**config.mk**
```make
export PLATFORM = sky130hd
export DESIGN_NAME = if_stage
export DESIGN_NICKNAME = d
export VERILOG_FILES = /design/src/rtl/if_stage_pkg.sv /design/src/rtl/if_stage.sv
export SDC_FILE = /design/constraint.sdc
export NUM_CORES = 1
export LEC_CHECK = 0
export CAP_MARGIN = 20
export CORE_MARGIN = 4
export CORE_UTILIZATION = 44
export DETAILED_ROUTE_END_ITERATION = 10
export PLACE_DENSITY = 0.89
export SYNTH_ARGS = -nofsm -noshare
export SYNTH_HDL_FRONTEND = slang
export SYNTH_SLANG_ARGS = --single-unit
```
**constraint.sdc**
```tcl
create_clock -name clk -period 2.5 [get_ports clk]
set_input_delay 0.5 -clock clk [delete_from_list [all_inputs] [get_ports clk]]
set_output_delay 0.5 -clock clk [all_outputs]
set_load 0.005 [all_outputs]
```
**src/rtl/if_stage_pkg.sv**
```systemverilog
// Shared pipeline definitions: FSM encoding, special instruction words and opcodes
// used by both the fetch stage and the branch_sum side of the pipeline.
package if_stage_pkg;

    typedef enum logic [1:0] {
        StIdle = 2'b00,
        StRun  = 2'b01,
        StHalt = 2'b10
    } fetch_state_e;

    localparam logic [31:0] NOP_INSTR   = 32'h0000_0000;
    localparam logic [5:0]  HALT_OPCODE = 6'b111111;

    // Opcodes resolved by branch_sum in ID
    localparam logic [5:0]  OP_BEQ  = 6'b000100;
    localparam logic [5:0]  OP_BNE  = 6'b000101;
    localparam logic [5:0]  OP_JUMP = 6'b000010;

    function automatic logic [5:0] opcode_of(input logic [31:0] instr);
        return instr[31:26];
    endfunction

endpackage

```
**src/rtl/if_stage.sv**
```systemverilog
// Instruction fetch stage: program counter, IF/ID pipeline register and the
// IDLE/RUN/HALT fetch FSM.
module if_stage
    import if_stage_pkg::*;
#(
    parameter int unsigned PC_WIDE = 7,
    parameter logic [5:0]  HALT_OP = HALT_OPCODE
) (
    input  logic               clk,
    input  logic               rst,
    input  logic               start,
    input  logic               stall,
    input  logic               taken,
    input  logic [PC_WIDE-1:0] branch_pc,
    input  logic [31:0]        imem_data,
    output logic [PC_WIDE-1:0] pc,
    output logic [31:0]        id_instr,
    output logic [PC_WIDE-1:0] id_pc_next,
    output logic               id_valid,
    output logic               halted,
    output logic [15:0]        fetch_count
);

    fetch_state_e       state;
    logic [PC_WIDE-1:0] pc_inc;
    logic               is_halt_word;
    logic [15:0]        count_inc;

    // Wraps naturally at the PC width
    assign pc_inc       = pc + {{(PC_WIDE-1){1'b0}}, 1'b1};
    assign is_halt_word = (opcode_of(imem_data) == HALT_OP);
    assign count_inc    = (fetch_count == 16'hFFFF) ? fetch_count : fetch_count + 16'd1;

    always_ff @(posedge clk or negedge rst) begin
        if (!rst) begin
            state       <= StIdle;
            pc          <= '0;
            id_instr    <= NOP_INSTR;
            id_pc_next  <= '0;
            id_valid    <= 1'b0;
            halted      <= 1'b0;
            fetch_count <= '0;
        end else begin
            unique case (state)
                StIdle: begin
                    id_instr   <= NOP_INSTR;
                    id_pc_next <= '0;
                    id_valid   <= 1'b0;
                    if (start) begin
                        state <= StRun;
                    end
                end
                StRun: begin
                    if (stall) begin
                        // Full hold; a redirect in the same cycle is dropped
                        state <= StRun;
                    end else if (taken) begin
                        pc         <= branch_pc;
                        id_instr   <= NOP_INSTR;
                        id_pc_next <= '0;
                        id_valid   <= 1'b0;
                    end else begin
                        id_instr    <= imem_data;
                        id_pc_next  <= pc_inc;
                        id_valid    <= 1'b1;
                        fetch_count <= count_inc;
                        if (is_halt_word) begin
                            state  <= StHalt;
                            halted <= 1'b1;
                        end else begin
                            pc <= pc_inc;
                        end
                    end
                end
                StHalt: begin
                    id_instr   <= NOP_INSTR;
                    id_pc_next <= '0;
                    id_valid   <= 1'b0;
                    halted     <= 1'b1;
                end
                default: begin
                    state      <= StIdle;
                    id_instr   <= NOP_INSTR;
                    id_pc_next <= '0;
                    id_valid   <= 1'b0;
                    halted     <= 1'b0;
                end
            endcase
        end
    end

endmodule

```
==> impl_metrics.py, run 1 <==
metrics = {
    "pwr": {
        "power_mw": 3.41,
        "pwr_density_cell_mw_per_mm2": 802,
        "cellLeakagePower_nw": 1.86,
        "vdd_drop_max_mv": 0.570,
    },
    "timing": {
        "skew_ns": 0.00776,
        "holdWs_ns": 0.229,
        "finalSetupViolations": 0,
        "hold_violations": 0,
        "fmax_mhz": 448,
        "slew_violations": 0,
        "worstMarginPinSlew_ns": 0.750,
        "rsz0062_at_grt": "no",
        "final.setup.tns_ns": 0,
        "finalCriticalPeriod_ns": 2.23,
        "slew_headroom_pct": 50.0,
        "setup_ws_ns": 0.270,
        "fin_crit_sh_pct": 89.2,
    },
    "clock_network": {
        "numCtsBuffers": 9,
        "cts_resized": 0,
        "cts_tree": "built",
        "clock_path_buffers": 2,
        "postCtsHoldBufs": 0,
        "cts_max_level": 3,
        "clk_pin_slew_ns": 0.07,
        "insertion_delay_ns": 0.34,
        "cts.sinks": 66,
        "post_cts_buffers": 0,
        "cts_root_buf": "clkbuf_8",
    },
    "setup_path": {
        "startpoint": "state[1]",
        "regToRegSetupSlack_ns": 0.27,
        "critPathCaptureType": "register",
        "r2r_end": "fetch_count[13]",
        "timing.rr.start": "state[1]",
        "max_stage_delay_ns": 0.50,
        "critical_path_arrival_ns": 2.45,
        "critical_path.max_fanout": 12,
        "crit_slowest_cell": "or3b_4",
        "cp-start-kind": "register",
        "critPathRequiredTime_ns": 2.72,
        "r2r_cells": 6,
        "cp-endpoint": "fetch_count[13]",
        "crit_type": "reg2reg",
        "crit_path_cell_trace": "inv_1, ha_1, or3b_4, nor4_4, nand4_1, mux2_1",
    },
    "global_route": {
        "antenna_found_initial": 0,
        "grt_max_degree": 40,
        "grt_pass1_vias": 2567,
        "grt_usage_pct": 19.8,
        "grt_pass1_wl_um": 12100,
        "gr-total-overflow": 0,
    },
    "logic_synthesis": {
        "seq_area_frac_synth_pct": 57.2,
        "yosys_warnings": 0,
        "synth_cell_types": 37,
        "ys_async_sr_fraction_pct": 100,
        "syn_area_mm2": 0.00289,
        "synthesis.nets": 294,
        "avgSynthCellArea_um2": 11.8,
        "synth_seq_cells": 66,
        "synth_edf_count": 0,
        "ys.flop_type": "dfrtp_1",
        "synthCells": 245,
    },
    "finish": {
        "antennaDiodeCount": 0,
        "final_nets": 406,
        "finalNonFillerCells": 439,
        "area_growth_pct": 47.1,
        "drive_above_1_share_pct": 8.56,
        "nFillCells": 466,
    },
    "die": {
        "initial_core_util_pct": 45.5,
        "num_io_pins": 108,
        "die_w_um": 89.0,
        "die_area_mm2": 0.00793,
        "fp.coreArea_mm2": 0.00635,
        "std_cell_rows": 29,
        "die_y_um": 89.0,
    },
    "placed_design": {
        "numPlacedInstances": 423,
        "pre_cts_slack_ns": 0.0998,
        "port_buffers": 107,
        "gp_congestion": 0.854,
        "dp.final_hpwl_um": 5520,
    },
    "drt": {
        "wire_per_inst_um": 17.2,
        "antenna_left": 0,
        "drt_iter0_drc": 142,
        "drc": 0,
        "drt_wl_total_um": 7530,
        "via_count": 2410,
        "vias_per_cell": 5.49,
        "drt-pass1-iter-count": 4,
    },
    "run": {
        "max_cap_viol_count": 0,
    },
    "outcome": {
        "status": "finished, final reports clean",
    },
    "worst_hold_path": {
        "hold_class": "in2async",
    },
}
-- kinds of logic (layout without fill, tap and decap cells) --
group / Yosys count / after routing / synth area share [%]
and+or+nand+nor: 77 / 77 / 15.4
DFF: 66 / 66 / 57.2
AOI/OAI and AO/OA: 59 / 59 / 15.5
xor gates and xnor gates: 16 / 16 / 4.85
buffers and inverters: 15 / 132 / 2.25
muxes: 7 / 7 / 2.68
adders and majority gates: 5 / 5 / 2.17
-- area by class of cell --
type	count	area, um2	share of cell area, %
flip-flops and latches	66	1650	38.9
multi-input cells	164	1180	27.7
repair buffers	114	1140	26.9
clock buffers	11	141	3.33
well taps	77	96.3	2.27
clock inverters	5	30.0	0.707
inverters	2	7.51	0.177
-- critical path: cells and delay by family (launching register included) --
family / cells / cell delay [ns]
simple gates: 3 / 1.03
flops: 1 / 0.40
mux: 1 / 0.32
fa+ha+maj: 1 / 0.26
buf+inv: 1 / 0.09
-- where the power goes --
group	switching (mW)	total, mW	leakage (nW)	internal [mW]
Sequential	0.201	1.47	0.885	1.27
Combinational	0.479	1.16	0.888	0.678
Clock	0.397	0.779	0.0851	0.382
-- cells in the mapped netlist, drive strengths merged (7+ instances only) --
master  instances  area share (%)
dfrtp          66              57
nand4           8             1.7
nand3           7             1.2
nor3            7             1.2
clkbuf         11             1.4
a21oi           7             1.2
xnor2          10             3.0
o21ai          10             1.7
nor2            9             1.2
a22o           32             9.7
nand2          22             2.9
-- stage by stage --
step	cell area (um2)	util, %
finish	4250	66.9
global route	4250	66.9
CTS	4250	66.9
floorplan	2890	-
detailed placement	4080	64.2
global placement	4080	64.2
-- metal layers --
metal,vias to the layer above,GRT usage (%),part of all wire [%]
met3,11,4.06,7.1
li1,1133,-,-
met5,-,0,0
met1,1179,24.2,41
met2,87,33.8,49
met4,0,8.93,2.1
-- sequential cells by signal, summed over array words and instances (netlist names) --
signal,flops
id_valid,1
pc,7
fetch_count,16
id_pc_next,7
id_instr,32
halted,1
state,2
-- worst min-delay path by stage --
stage / start / to / slack, ns / cells after the start
after floorplan: rst / fetch_count[0] / 0.20 / 0
after global placement: id_instr[31] / id_instr[31] / 0.49 / 1
after detailed placement: id_instr[16] / id_instr[16] / 0.49 / 1
after CTS: rst / id_instr[21] / 0.24 / 1
after global routing: rst / id_instr[21] / 0.27 / 1
final: rst / id_instr[21] / 0.23 / 1
-- placed cells by master, fill, tap and decap left out, types with 6 or more instances in the layout --
cell             count
nand4_1              8
nor3_1               7
a21oi_1              7
o21ai_0             10
nand2_1             22
dfrtp_1             66
xor2_1               6
clkbuf_8            10
nor2_1               9
xnor2_1             10
nand3_1              7
a22o_1              32
clkdlybuf4s50_1    106
Power figures use the tool's default switching activity.
==> run 2, diff against run 1 <==
- GPL_TIMING_DRIVEN: default -> 0
==> run 2 against run 1 <==
  * Setup slack improved by 0.061 ns
  * Wire length rose by 1.0%
  * Via count barely moved
  * Combinational power barely moved
  * Clock power rose by 12%
  * Sequential power barely moved
  * Count of clock-buffer cells in the layout did not move
  * Critical path type unchanged
  * Fmax rose by 2.8%
  * Flip-flop and latch count did not move
  * Largest cell class unchanged
  * Worst hold slack improved by 0.024 ns
==> impl_metrics.py, run 2 (same netlist as run 1, synthesis figures left out) <==
metrics = {
    "outcome": {
        "status": "finished, final reports clean",
    },
    "setup_path": {
        "cp-start-kind": "register",
        "crit_buf_inv": 1,
        "regToRegSetupSlack_ns": 0.33,
        "max_stage_delay_ns": 0.44,
        "critical_path.max_fanout": 7,
        "critical_path_arrival_ns": 2.38,
        "crit_slowest_cell": "or3b_4",
        "critPathCaptureType": "register",
        "crit_family": "simple AND/OR/NAND/NOR gates",
        "crit_type": "reg2reg",
        "crit_path_cell_trace": "inv_1, ha_1, or3b_4, nor4_4, nand4_1, mux2_1",
        "critPathRequiredTime_ns": 2.72,
    },
    "timing": {
        "fin_crit_sh_pct": 86.8,
        "finalCriticalPeriod_ns": 2.17,
        "skew_ns": 0.00999,
        "rsz0062_at_grt": "no",
        "slew_violations": 0,
        "worstMarginPinSlew_ns": 0.801,
        "hold_violations": 0,
        "fmax_mhz": 461,
        "setup_ws_ns": 0.331,
        "finalSetupViolations": 0,
        "slew_headroom_pct": 46.6,
    },
    "placed_design": {
        "port_buffers": 106,
        "dp.final_hpwl_um": 5610,
        "numPlacedInstances": 428,
        "pre_cts_slack_ns": 0.00208,
        "gp_congestion": 0.850,
    },
    "finish": {
        "area_growth_pct": 46.7,
        "postLayoutCoreUtil_pct": 66.8,
        "layout_commonest_cell": "clkdlybuf4s50_1",
        "final_nets": 411,
        "nFillCells": 492,
        "antennaDiodeCount": 0,
        "drive_above_1_share_pct": 7.08,
        "multi_input_area_mm2": 0.00117,
        "top_regs": "id_instr (32), fetch_count (16)",
        "finalNonFillerCells": 444,
        "top_register": "id_instr",
        "largest_reg_flops": 32,
        "seq_area_mm2": 0.00165,
        "most-common-layout-cells": "clkdlybuf4s50_1, dfrtp_1, a22o_1, nand2_1, clkbuf_1",
    },
    "drt": {
        "via_count": 2408,
        "antenna_left": 0,
        "drt_iter0_drc": 89,
        "drt_wl_total_um": 7610,
        "wire_per_inst_um": 17.1,
        "drc": 0,
        "drt-pass1-iter-count": 4,
        "vias_per_cell": 5.42,
    },
    "pwr": {
        "cellLeakagePower_nw": 1.85,
        "pwr_density_cell_mw_per_mm2": 819,
        "vdd_drop_max_mv": 0.465,
    },
    "clock_network": {
        "insertion_delay_ns": 0.33,
        "post_cts_buffers": 0,
        "cts_tree": "built",
        "numCtsBuffers": 9,
        "cts_root_buf": "clkbuf_8",
        "cts_resized": 0,
        "postCtsHoldBufs": 0,
        "clk_pin_slew_ns": 0.07,
        "cts_max_level": 3,
        "cts.sinks": 66,
        "clock_path_buffers": 2,
    },
    "worst_hold_path": {
        "hold_class": "in2async",
    },
    "global_route": {
        "grt_pass1_wl_um": 12200,
        "grt_max_degree": 67,
        "antenna_found_initial": 0,
        "grt_usage_pct": 20.2,
        "gr-total-overflow": 0,
        "grt_pass1_vias": 2461,
    },
    "die": {
        "die_area_mm2": 0.00793,
        "fp.coreArea_mm2": 0.00635,
        "std_cell_rows": 29,
        "die_y_um": 89.0,
        "initial_core_util_pct": 45.5,
        "die_w_um": 89.0,
        "num_io_pins": 108,
    },
    "run": {
        "max_cap_viol_count": 0,
    },
}
==> run 2: changes by cell type in the layout (fill, tap and decap cells not counted), sizes merged <==
cell,before,now
clkbuf,11,22
buf,8,3
clkinvlp,2,0
bufinv,0,1
clkdlybuf4s50,106,105
clkinv,3,4
==> run 2: layout make-up <==
class / count / share of cell area, %
Sequential cell: 66 / 39.0
Multi-Input combinational cell: 164 / 27.7
Timing Repair Buffer: 106 / 25.0
Clock buffer: 11 / 3.34
Tap cell: 77 / 2.27
Buffer: 13 / 1.36
Clock inverter: 5 / 1.27
Inverter: 2 / 0.177
==> run 2: power breakdown <==
group	internal [mW]	switching, mW	total, mW
registers	1.27	0.201	1.47
clock network	0.485	0.388	0.873
logic	0.651	0.479	1.13
==> run 2: stage by stage <==
| stage | cell area [um2] | setup TNS [ns] | power, mW | hold slack [ns] |
|---|---|---|---|---|
| floorplan | 2890 | 0 | 1.98 | 0.204 |
| global placement | 4050 | -76.50 | 2.57 | 0.464 |
| detailed placement | 4040 | 0 | 2.62 | 0.472 |
| CTS | 4240 | 0 | 3.51 | 0.274 |
| global route | 4240 | 0 | 3.71 | 0.335 |
| finish | 4240 | 0 | 3.47 | 0.253 |
==> run 2: routing by layer <==
metal  routed length, um  part of all wire, %  track usage, %
met1                3210                   42            26.9
met5                   0                    0               0
met2                3750                   49            32.2
met3                 505                  6.6            4.33
met4                 143                  1.9            8.66
==> run 2: path summary, 6_finish.rpt <==
check	start	end	cells past startpoint
worst max-delay path	state[1]	fetch_count[13]	6
worst min-delay path	rst	id_instr[21]	1
worst max register to register	state[1]	fetch_count[13]	6
worst min register to register	id_pc_next[2]	id_pc_next[2]	2
max in group asynchronous	rst	pc[1]	1
min in group clk	id_pc_next[2]	id_pc_next[2]	2
==> run 3, diff against run 2 <==
- SETUP_SLACK_MARGIN: default -> 0.15
==> run 3 against run 2 <==
  * Design area barely moved
  * Cell count did not move
  * Sequential power barely moved
  * Core utilization barely moved
  * Fmax barely moved
  * Critical path depth did not move
  * Worst hold slack improved by 0.0011 ns
  * First-iteration DRC count did not move
  * Clock skew barely moved
  * Sequential share of layout area barely moved
  * Register-to-register slack barely moved
  * Critical path type unchanged
  * Critical endpoint unchanged
  * Largest cell class unchanged
  * Largest power group unchanged
==> impl_metrics.py, run 3 (same netlist as run 1, synthesis figures left out) <==
metrics = {
    "global_route": {
        "grt_max_degree": 67,
        "met3_usage_pct": 4.33,
        "grt_usage_pct": 20.2,
        "grt_util_met1_pct": 26.9,
        "antenna_found_initial": 0,
        "grt_pass1_vias": 2461,
        "grt_pass1_wl_um": 12200,
        "met2_usage_pct": 32.2,
        "gr-total-overflow": 0,
        "grt.busiest_layer": "met2",
    },
    "setup_path": {
        "critical_path.max_fanout": 7,
        "r2r_end": "fetch_count[13]",
        "critPathCaptureType": "register",
        "critical_path_arrival_ns": 2.38,
        "crit_type": "reg2reg",
        "critPathRequiredTime_ns": 2.72,
        "timing.rr.start": "state[1]",
        "regToRegSetupSlack_ns": 0.33,
        "cp-start-kind": "register",
        "r2r_cells": 6,
    },
    "die": {
        "std_cell_rows": 29,
        "die_y_um": 89.0,
        "num_io_pins": 108,
        "initial_core_util_pct": 45.5,
        "fp.coreArea_mm2": 0.00635,
        "die_w_um": 89.0,
        "die_area_mm2": 0.00793,
    },
    "finish": {
        "multi_input_area_mm2": 0.00117,
        "layout_commonest_cell": "clkdlybuf4s50_1",
        "seq_area_mm2": 0.00165,
        "most-common-layout-cells": "clkdlybuf4s50_1, dfrtp_1, a22o_1, nand2_1, clkbuf_1",
        "drive_above_1_share_pct": 7.36,
        "largest_reg_flops": 32,
        "antennaDiodeCount": 0,
        "top_regs": "id_instr (32), fetch_count (16)",
        "postLayoutCoreUtil_pct": 66.8,
        "final_nets": 411,
        "area_growth_pct": 46.8,
        "top_register": "id_instr",
        "nFillCells": 491,
    },
    "pwr": {
        "cellLeakagePower_nw": 1.85,
        "internal-power_mw": 2.41,
        "clkPwrFrac_pct": 25.1,
        "pwr_density_cell_mw_per_mm2": 819,
        "p_comb_share_pct": 32.6,
        "vdd_drop_max_mv": 0.465,
        "power_mw": 3.47,
        "p_seq_share_pct": 42.3,
        "switching_share_pct": 30.8,
        "switching_power_mw": 1.07,
    },
    "placed_design": {
        "gp_congestion": 0.850,
        "port_buffers": 106,
        "dp.final_hpwl_um": 5610,
    },
    "clock_network": {
        "cts_max_level": 3,
        "cts_tree": "built",
        "postCtsHoldBufs": 0,
        "cts_root_buf": "clkbuf_8",
        "clk_pin_slew_ns": 0.07,
        "clock_path_buffers": 2,
        "numCtsBuffers": 9,
        "cts.sinks": 66,
        "insertion_delay_ns": 0.33,
    },
    "worst_hold_path": {
        "hold_class": "in2async",
    },
    "timing": {
        "slew_headroom_pct": 46.5,
        "slew_violations": 0,
        "rsz0062_at_grt": "no",
        "fmax_mhz": 461,
        "worstMarginPinSlew_ns": 0.803,
        "skew_ns": 0.0101,
        "hold_violations": 0,
        "fin_crit_sh_pct": 86.8,
        "finalCriticalPeriod_ns": 2.17,
        "finalSetupViolations": 0,
    },
    "drt": {
        "wire_per_inst_um": 17.1,
        "drt-pass1-iter-count": 5,
        "vias_per_cell": 5.41,
        "drt_wl_total_um": 7610,
        "antenna_left": 0,
        "drc": 0,
        "via_count": 2403,
        "drt_iter0_drc": 89,
    },
    "run": {
        "max_cap_viol_count": 0,
    },
    "outcome": {
        "status": "finished, final reports clean",
    },
}
run 3: metrics by stage:
step / cell area (um2) / TNS (ns) / hold WS (ns) / instances / setup WS [ns]
final: 4240 / 0 / 0.254 / 444 / 0.331
after global routing: 4240 / 0 / 0.335 / 444 / 0.164
after CTS: 4240 / 0 / 0.274 / 444 / 0.339
after detailed placement: 4040 / 0 / 0.472 / 428 / 0.00208
after global placement: 4050 / -76.50 / 0.464 / 428 / -1.16
after floorplan: 2890 / 0 / 0.204 / 245 / 0.572
run 3: critical path, stage by stage (launching register included):
cell and delay [ns]:
dfrtp_1 0.40, inv_1 0.09, ha_1 0.27, or3b_4 0.44
nor4_4 0.36, nand4_1 0.15, mux2_1 0.33
run 3: how the worst max path moves through the flow:
stage | startpoint | to | slack, ns
2_1_floorplan | state[1] | fetch_count[13] | 0.57
3_3_place_gp | rst | id_pc_next[0] | -1.16
3_5_place_dp | taken | id_pc_next[4] | 0.002
4_1_cts | state[1] | fetch_count[13] | 0.34
5_1_grt | state[1] | pc[5] | 0.16
6_report | state[1] | fetch_count[13] | 0.33
run 3: repair_timing:
action | 4_1_cts | 5_1_grt
setup buffers | 0 | 0
resized for setup | 0 | 2
setup endpoints to repair | 0 | 1
run 3: power groups by stage:
stage	registers [mW]	clock network [mW]	logic, mW
final	1.47	0.873	1.13
after global routing	1.50	0.951	1.26
after CTS	1.46	0.899	1.15
after detailed placement	1.48	0	1.14
after global placement	1.47	0	1.10
after floorplan	1.46	0	0.521
run 3: final cells by class:
class | count | area share (%)
Buffer | 13 | 1.39
Tap cell | 77 | 2.27
Inverter | 2 | 0.177
Clock buffer | 11 | 3.33
Clock inverter | 5 | 1.27
Timing Repair Buffer | 106 | 25.0
Multi-Input combinational cell | 164 | 27.6
Sequential cell | 66 | 38.9
run 3: routing by layer:
| layer | routed length (um) | vias to the layer above |
|---|---|---|
| met4 | 142 | 0 |
| met1 | 3200 | 1166 |
| met2 | 3760 | 89 |
| li1 | - | 1136 |
| met3 | 501 | 12 |
| met5 | 0 | - |
